**config.mk**
```make
export PLATFORM = sky130hd
export DESIGN_NAME = bm_rel_sched
export DESIGN_NICKNAME = d
export VERILOG_FILES = /design/src/rtl/bm_rel_sched.sv
export SDC_FILE = /design/constraint.sdc
export NUM_CORES = 1
export LEC_CHECK = 0
export ABC_AREA = 1
export CAP_MARGIN = 30
export CORE_AREA = 5 5 81 83
export DETAILED_ROUTE_END_ITERATION = 10
export DIE_AREA = 0 0 86 88
export DONT_BUFFER_PORTS = 1
export PLACE_DENSITY = 0.76
export SLEW_MARGIN = 0
export SYNTH_ARGS = -nofsm -noshare
export SYNTH_HDL_FRONTEND = slang
export SYNTH_SLANG_ARGS = --single-unit
```
**constraint.sdc**
```tcl
create_clock -name clk -period 2.6 [get_ports clk]
set_input_delay 0.13 -clock clk [delete_from_list [all_inputs] [get_ports clk]]
set_output_delay 0.13 -clock clk [all_outputs]
set_load 0.01 [all_outputs]
```
**src/rtl/bm_rel_sched.sv**
```systemverilog
// rtl/bm_rel_sched.sv - release scheduler: counter-clear walk, then round-robin release arbitration
module bm_rel_sched #(
    parameter int NUM_REQ       = 4,
    parameter int BUF_PTR_NBITS = 10,
    parameter int PORT_ID_NBITS = 3,
    parameter int CNT_NBITS     = 16
) (
    input  logic                              clk,
    input  logic                              rst,
    input  logic                              init_start,
    input  logic                              rel_stall,
    input  logic [NUM_REQ-1:0]                req_valid,
    input  logic [NUM_REQ*PORT_ID_NBITS-1:0]  req_port_id,
    input  logic [NUM_REQ*BUF_PTR_NBITS-1:0]  req_ptr,
    output logic [NUM_REQ-1:0]                req_ready,
    output logic                              init_read_count_valid,
    output logic [BUF_PTR_NBITS-1:0]          init_read_count_ptr,
    output logic                              tm_rel_buf_valid,
    output logic [PORT_ID_NBITS-1:0]          tm_rel_buf_port_id,
    output logic [BUF_PTR_NBITS-1:0]          tm_rel_buf_ptr,
    output logic                              init_done,
    output logic [CNT_NBITS-1:0]              rel_cnt
);

    localparam int RR_W = (NUM_REQ > 1) ? $clog2(NUM_REQ) : 1;

    typedef enum logic {
        ST_INIT = 1'b0,
        ST_RUN  = 1'b1
    } state_e;

    state_e                     state_q, state_d;
    logic [BUF_PTR_NBITS-1:0]   walk_ptr_q, walk_ptr_d;
    logic [RR_W-1:0]            rr_ptr_q, rr_ptr_d;
    logic                       irc_valid_q, irc_valid_d;
    logic [BUF_PTR_NBITS-1:0]   irc_ptr_q, irc_ptr_d;
    logic                       rel_valid_q, rel_valid_d;
    logic [PORT_ID_NBITS-1:0]   rel_port_q, rel_port_d;
    logic [BUF_PTR_NBITS-1:0]   rel_ptr_q, rel_ptr_d;
    logic                       init_done_q, init_done_d;
    logic [CNT_NBITS-1:0]       rel_cnt_q, rel_cnt_d;

    logic                       eligible;
    logic                       grant_found;
    logic                       xfer;
    logic [RR_W-1:0]            grant_idx;
    logic [RR_W:0]              cand_sum;
    logic [PORT_ID_NBITS-1:0]   sel_port;
    logic [BUF_PTR_NBITS-1:0]   sel_ptr;

    // Rotating priority search starting at rr_ptr; the mux is steered by the one-hot grant.
    always_comb begin
        grant_found = 1'b0;
        grant_idx   = '0;
        cand_sum    = '0;
        for (int k = 0; k < NUM_REQ; k++) begin
            cand_sum = {1'b0, rr_ptr_q} + (RR_W+1)'(k);
            if (cand_sum >= (RR_W+1)'(NUM_REQ)) begin
                cand_sum = cand_sum - (RR_W+1)'(NUM_REQ);
            end
            if (!grant_found && req_valid[cand_sum[RR_W-1:0]]) begin
                grant_found = 1'b1;
                grant_idx   = cand_sum[RR_W-1:0];
            end
        end
        eligible  = (state_q == ST_RUN) && !rel_stall && !init_start;
        xfer      = eligible && grant_found;
        req_ready = '0;
        if (xfer) begin
            req_ready[grant_idx] = 1'b1;
        end
        sel_port = '0;
        sel_ptr  = '0;
        for (int i = 0; i < NUM_REQ; i++) begin
            if (req_ready[i]) begin
                sel_port = req_port_id[i*PORT_ID_NBITS +: PORT_ID_NBITS];
                sel_ptr  = req_ptr[i*BUF_PTR_NBITS +: BUF_PTR_NBITS];
            end
        end
    end

    always_comb begin
        state_d     = state_q;
        walk_ptr_d  = walk_ptr_q;
        rr_ptr_d    = rr_ptr_q;
        irc_valid_d = 1'b0;
        irc_ptr_d   = irc_ptr_q;
        rel_valid_d = xfer;
        rel_port_d  = rel_port_q;
        rel_ptr_d   = rel_ptr_q;
        rel_cnt_d   = rel_cnt_q + {{(CNT_NBITS-1){1'b0}}, xfer};

        if (xfer) begin
            rel_port_d = sel_port;
            rel_ptr_d  = sel_ptr;
            rr_ptr_d   = (grant_idx == RR_W'(NUM_REQ - 1)) ? '0 : grant_idx + 1'b1;
        end

        case (state_q)
            ST_INIT: begin
                // Leave INIT only once the last pointer has actually been presented.
                if (irc_valid_q && (irc_ptr_q == '1)) begin
                    state_d    = ST_RUN;
                    walk_ptr_d = '0;
                end else begin
                    irc_valid_d = 1'b1;
                    irc_ptr_d   = walk_ptr_q;
                    walk_ptr_d  = walk_ptr_q + 1'b1;
                end
            end
            ST_RUN: begin
                if (init_start) begin
                    state_d    = ST_INIT;
                    walk_ptr_d = '0;
                end
            end
            default: begin
                state_d = ST_INIT;
            end
        endcase

        init_done_d = (state_d == ST_RUN);
    end

    always_ff @(posedge clk) begin
        if (rst) begin
            state_q     <= ST_INIT;
            walk_ptr_q  <= '0;
            rr_ptr_q    <= '0;
            irc_valid_q <= 1'b0;
            irc_ptr_q   <= '0;
            rel_valid_q <= 1'b0;
            rel_port_q  <= '0;
            rel_ptr_q   <= '0;
            init_done_q <= 1'b0;
            rel_cnt_q   <= '0;
        end else begin
            state_q     <= state_d;
            walk_ptr_q  <= walk_ptr_d;
            rr_ptr_q    <= rr_ptr_d;
            irc_valid_q <= irc_valid_d;
            irc_ptr_q   <= irc_ptr_d;
            rel_valid_q <= rel_valid_d;
            rel_port_q  <= rel_port_d;
            rel_ptr_q   <= rel_ptr_d;
            init_done_q <= init_done_d;
            rel_cnt_q   <= rel_cnt_d;
        end
    end

    assign init_read_count_valid = irc_valid_q;
    assign init_read_count_ptr   = irc_ptr_q;
    assign tm_rel_buf_valid      = rel_valid_q;
    assign tm_rel_buf_port_id    = rel_port_q;
    assign tm_rel_buf_ptr        = rel_ptr_q;
    assign init_done             = init_done_q;
    assign rel_cnt               = rel_cnt_q;

endmodule

```
==> impl_metrics.yaml, run 1 <==
floorplan:
  io_pins: 106
  die_x_um: 86
  placementRows: 28
  die-area_um2: 7570
  core_um2: 5780
  die_h_um: 88
  start_util_pct: 53.5
clock_tree:
  numCtsBuffers: 5
  cts_tree: "yes"
  clk_pin_slew_ns: 0.10
  clk_latency_ns: 0.30
  cts.sinks: 54
  clockRootBuffer: "clkbuf_8"
  htreeDepth: 2
  clockBufferDepth: 2
  cts_hold_buf: 6
placement:
  routabilityCongestion: 0.978
  post_dp_cell_area_um2: 3210
  port_buffers: 0
  place_hpwl_um: 5560
  dp_cells: 532
power:
  p_comb_share_pct: 7.6
  leakage_nw: 1.68
  p_clk_share_pct: 32.5
  switching_share_pct: 24.5
  pwr-share-seq_pct: 59.9
  power_mw: 1.41
  ir_drop_uv: 254
  p_int_mw: 1.06
  p_sw_mw: 0.344
  power_density_nw_per_um2: 405
critical_path:
  crit_start: "rr_ptr_q[0]"
  timing.rr.start: "rr_ptr_q[0]"
  cp_data_arrival_time_ns: 2.35
  end_kind: "primary output"
  reg2reg_depth: 19
  ff2ff_setup_slack_ns: 0.15
  crit_type: "reg2out"
  slowest_delay_ns: 0.37
  start_kind: "flop"
  path_common_cell: "nand2_2"
  cp-endpoint: "req_ready[0]"
  required_ns: 2.47
  crit_fanout: 8
  crit_chain: "buf_6 -> nand2_1 -> nand2_2 -> nand2_2 -> nand2_2 -> nor2_4 -> nand3b_1 -> o21ai_2 -> buf_4 -> ha_1 -> inv_1 -> nor2_4 -> buf_4"
  r2r-end: "tm_rel_buf_ptr[1]"
  cpMaxStageDelayCell: "dfxtp_4"
routing:
  drtPass1Iterations: 4
  wl_per_cell_um: 13.5
  drt_iter0_drc: 106
  drtAntennaViolNets: 0
  drcViolationCount: 0
  vias: 2928
  wl_um: 7460
  vias_per_cell: 5.30
yosys:
  ys_async_sr_fraction_pct: 0
  synth_edf_count: 0
  ys_types: 38
  syn-cell-area_um2: 3090
  synth_top_area_share_pct: 35.0
  ys_ff_latch: 54
  syn_avg_cell_area_um2: 6.79
  synthFlopType: "dfxtp_1"
  synth_fp_nets: 522
  synth_most_common_cell: "nand2_1"
  syn_inst: 455
  synthTopCellsByArea: "dfxtp_1, nand2_1, nor2_1, inv_1, a21oi_1"
  ys_warn_count: 0
  netlist_top_cells_count: "nand2_1, nor2_1, inv_1"
  synth_sequential_area_ratio_pct: 35.0
  synth_area_leader_cell: "dfxtp_1"
layout:
  seq_area_um2: 1090
  instances_no_fill: 552
  multi_input_area_um2: 1700
  diodes: 0
  nets: 544
  synthToLayoutAreaGrowth_pct: 12.3
  finalInstanceArea_um2: 3470
  layout-drive-gt1-share_pct: 18.0
  n_fill_cell: 560
sta:
  fmax_mhz: 403
  hold_ws_ns: -0.121
  slew_violations: 0
  clock_skew_ns: 0.00800
  totalNegativeSetupSlack_ns: 0
  hold_viol: 16
  tightest_slew_ns: 0.320
  fin_crit_ns: 2.48
  setup_violations: 0
  relSlewSlack_pct: 78.4
  min_period_over_period_pct: 95.4
global_route:
  grt_pass1_vias: 2695
  grt_overflow_total: 0
  grt_usage_pct: 19.4
  grt_max_degree: 26
  antenna_found_initial: 0
  grt_pass1_wl_um: 11900
status:
  violations: "hold timing"
  status: "complete, but fails checks"
worst_hold_path:
  hold_path_class: "in2reg"
  worstHoldStart: "rst"
run:
  cap_viol_max_count: 0
-- power groups by stage --
stage	clock network (mW)	registers [mW]	logic (mW)
after floorplan	0	0.860	0.0745
after global placement	0	0.861	0.0901
after detailed placement	0	0.862	0.0926
after CTS	0.485	0.842	0.0963
after global routing	0.510	0.843	0.122
final	0.457	0.841	0.107
-- timing repair --
| action | 4_1_cts | 5_1_grt |
|---|---|---|
| resized for setup | 3 | 20 |
| setup buffers | 0 | 7 |
| hold endpoints to repair | 22 | 16 |
| pin swaps | 1 | 4 |
| gates cloned | 0 | 0 |
| setup endpoints to repair | 2 | 24 |
-- worst max-delay path: cells and delay by family, from the launching register on --
kind,cells,cell delay [ns]
and+or+nand+nor,7,0.80
DFF,1,0.37
adders and majority gates,1,0.20
AOI/OAI and AO/OA,1,0.17
buffers and inverters,4,0.52
-- layout make-up --
| type | count | area share [%] |
|---|---|---|
| multi-input combinational | 320 | 49.1 |
| timing repair buffer | 31 | 7.36 |
| clock buffer | 5 | 1.98 |
| sequential | 54 | 31.3 |
| clock inverter | 2 | 0.397 |
| inverter | 65 | 7.18 |
| tap | 75 | 2.70 |
-- state kept, by name, indices dropped and copies added (netlist names) --
| signal | count |
|---|---|
| init_read_count_valid | 1 |
| walk_ptr_q | 10 |
| rr_ptr_q | 2 |
| tm_rel_buf_port_id | 3 |
| init_read_count_ptr | 10 |
| init_done | 1 |
| tm_rel_buf_valid | 1 |
| tm_rel_buf_ptr | 10 |
| rel_cnt | 16 |
-- worst min path at each step --
| stage | endpoint | cells after the start |
|---|---|---|
| after floorplan | init_done | 1 |
| after global placement | rel_cnt[15] | 1 |
| after detailed placement | rel_cnt[15] | 1 |
| after CTS | rel_cnt[15] | 1 |
| after global routing | tm_rel_buf_port_id[0] | 1 |
| final | rel_cnt[15] | 1 |
-- layer usage --
layer | track usage [%] | vias up | wire length [um]
met1 | 23.1 | 1315 | 2980
met4 | 5.47 | 0 | 93
li1 | - | 1492 | -
met3 | 6.11 | 12 | 654
met2 | 33.8 | 109 | 3740
met5 | 0 | - | 0
-- metrics by stage --
| step | hold slack (ns) | worst slack [ns] | util [%] |
|---|---|---|---|
| floorplan | 0.230 | 0.0440 | - |
| global placement | 0.202 | 0.134 | 55.5 |
| detailed placement | 0.204 | 0.0375 | 55.5 |
| CTS | -0.136 | 0.00216 | 58.2 |
| global route | -0.143 | -0.0791 | 60.0 |
| finish | -0.121 | 0.120 | 60.0 |
-- placed cells by master, fill, tap and decap left out, drive strengths merged --
cell,n
a211oi,1
a21oi,32
a31oi,3
and2,1
buf,25
clkbuf,5
clkinv,1
dfxtp,54
dlygate4sd3,6
ha,7
inv,66
nand2,124
nand3,21
nand3b,1
nand4,13
nor2,63
nor3,8
nor3b,4
nor4,2
o211ai,10
o21a,1
o21ai,21
o221a,1
or4,1
xnor2,1
xor2,5
-- cell families after synthesis --
logic type | count (synthesis) | share of synthesized area, %
xor+xnor | 6 | 1.70
compound gates | 69 | 12.5
flops | 54 | 35.0
buf+inv | 81 | 11.6
simple gates | 238 | 36.4
fa+ha+maj | 7 | 2.83
Power figures use the tool's default switching activity.
==> inputs of run 2 (changes only) <==
--- a/config.mk
+++ b/config.mk
@@ -11,7 +11,8 @@
 export DETAILED_ROUTE_END_ITERATION = 10
 export DIE_AREA = 0 0 86 88
 export DONT_BUFFER_PORTS = 1
-export PLACE_DENSITY = 0.76
+export PLACE_DENSITY = 0.74
+export SETUP_SLACK_MARGIN = 0.15
 export SLEW_MARGIN = 0
 export SYNTH_ARGS = -nofsm -noshare
 export SYNTH_HDL_FRONTEND = slang
==> constraint.sdc (replaced) <==
create_clock -name clk -period 2.9 [get_ports clk]
set_input_delay 0.145 -clock clk [delete_from_list [all_inputs] [get_ports clk]]
set_output_delay 0.145 -clock clk [all_outputs]
set_load 0.01 [all_outputs]
==> impl_metrics.yaml, run 2 (synthesis gave the netlist of run 1 again) <==
status:
  status: "completed"
global_route:
  grt_overflow_total: 0
  grt_pass1_wl_um: 11800
  grt_usage_pct: 19.5
  grt_pass1_vias: 2675
  antenna_found_initial: 0
  grt_max_degree: 26
clock_tree:
  cts_tree: "yes"
  numCtsBuffers: 5
  htreeDepth: 2
  clk_latency_ns: 0.31
  clockBufferDepth: 2
  cts.sinks: 54
  clockRootBuffer: "clkbuf_8"
  clk_pin_slew_ns: 0.10
placement:
  port_buffers: 0
  post-place-ws_ns: 0.130
  place_hpwl_um: 5580
  dp_cells: 521
  post_dp_cell_area_um2: 3130
  routabilityCongestion: 0.805
routing:
  wl_um: 7540
  wl_per_cell_um: 14.1
  drtAntennaViolNets: 0
  drt_iter0_drc: 96
  vias_per_cell: 5.24
  vias: 2797
  drtPass1Iterations: 4
  drcViolationCount: 0
critical_path:
  crit_start: "rr_ptr_q[1]"
  crit_fanout: 9
  required_ns: 3.06
  end_kind: "flop"
  slowest_delay_ns: 0.45
  cp-endpoint: "tm_rel_buf_ptr[9]"
  crit_type: "reg2reg"
  timing.rr.start: "rr_ptr_q[1]"
  crit_chain: "inv_2 -> nand2_1 -> nand2_1 -> nand2_2 -> nand2_2 -> nor2_4 -> nand3b_1 -> nand4_1 -> o21ai_1 -> inv_1 -> ha_2 -> clkinv_1 -> buf_4 -> o211ai_1 -> inv_2 -> a21oi_1 -> nor2_1"
  ff2ff_setup_slack_ns: 0.32
  cpMaxStageDelayCell: "dfxtp_1"
  critPathTopFamily: "simple AND/OR/NAND/NOR gates"
  start_kind: "flop"
  path_depth: 17
  reg2reg_depth: 17
  path_buf_inv: 5
  cp_data_arrival_time_ns: 2.74
  r2r-end: "tm_rel_buf_ptr[9]"
sta:
  hold_ws_ns: 0.0278
  min_period_over_period_pct: 89.1
  hold_viol: 0
  clock_skew_ns: 0.00927
  tightest_slew_ns: 0.937
  setup_violations: 0
  fmax_mhz: 387
  fin_crit_ns: 2.58
  totalNegativeSetupSlack_ns: 0
  rsz0062_at_grt: "true"
  slew_violations: 0
  relSlewSlack_pct: 37.3
  worst_slack_ns: 0.317
floorplan:
  die_x_um: 86
  die_h_um: 88
  start_util_pct: 53.5
  placementRows: 28
  io_pins: 106
  die-area_um2: 7570
  core_um2: 5780
power:
  power_density_nw_per_um2: 391
  power_mw: 1.30
  leakage_nw: 1.55
  ir_drop_uv: 238
layout:
  nets: 525
  finalInstanceArea_um2: 3320
  diodes: 0
  fin_util_pct: 57.4
  layout-drive-gt1-share_pct: 13.9
  layout_common_cells: "nand2_1, inv_1, nor2_1"
  instances_no_fill: 534
  largest_reg_flops: 16
  synthToLayoutAreaGrowth_pct: 7.41
  mostFrequentLayoutCell: "nand2_1"
worst_hold_path:
  whs_path_depth: 3
  hold_path_class: "in2reg"
run:
  cap_viol_max_count: 0
run 2: changes by cell type in the layout (fill, tap and decap cells not counted), sizes merged:
cell and delta:
nor2 +1, clkinvlp +3, clkbuf +1, inv -2
buf -17, dlygate4sd3 -4
run 2: timing repair:
item,4_1_cts,5_1_grt
endpoints found under the setup margin,11,19
cloned,0,2
hold buffers,2,0
endpoints found under the hold margin,21,0
pin swaps,0,2
setup buffers,0,1
gates resized for setup,1,15
run 2: final cells by class:
type | instances | area [um2]
multi-input cells | 321 | 1700
repair inverters | 1 | 7.51
clock inverters | 2 | 16.3
well taps | 75 | 93.8
flip-flops and latches | 54 | 1080
fillers | 583 | 2460
clock buffers | 6 | 82.6
repair buffers | 10 | 80.1
inverters | 65 | 253
run 2: tightest hold or removal path: cells and delay by family:
family / cells / cell delay (ns)
and+or+nand+nor: 3 / 0.14
run 2: power by group:
| part | switching [mW] | internal (mW) | total (mW) | leakage (nW) |
|---|---|---|---|---|
| Clock | 0.252 | 0.197 | 0.449 | 0.0478 |
| Combinational | 0.0622 | 0.0316 | 0.0937 | 1.07 |
| Sequential | 0.00801 | 0.748 | 0.756 | 0.437 |
| Total | 0.322 | 0.976 | 1.30 | 1.55 |
run 2: how the worst min path moves through the flow:
stage / end / from / slack, ns
final: walk_ptr_q[1] / init_start / 0.03
after global routing: walk_ptr_q[1] / init_start / 0.03
after CTS: walk_ptr_q[1] / init_start / 0.02
after detailed placement: rel_cnt[15] / rst / 0.22
after global placement: rel_cnt[15] / rst / 0.22
after floorplan: init_done / init_start / 0.24
run 2: layer usage:
layer / part of all wire (%) / vias up / track usage, %
met1: 42 / 1250 / 20.9
met3: 8.1 / 9 / 7.71
met4: 1.2 / 0 / 6.19
met2: 49 / 77 / 35.2
met5: 0 / - / 0
li1: - / 1461 / -
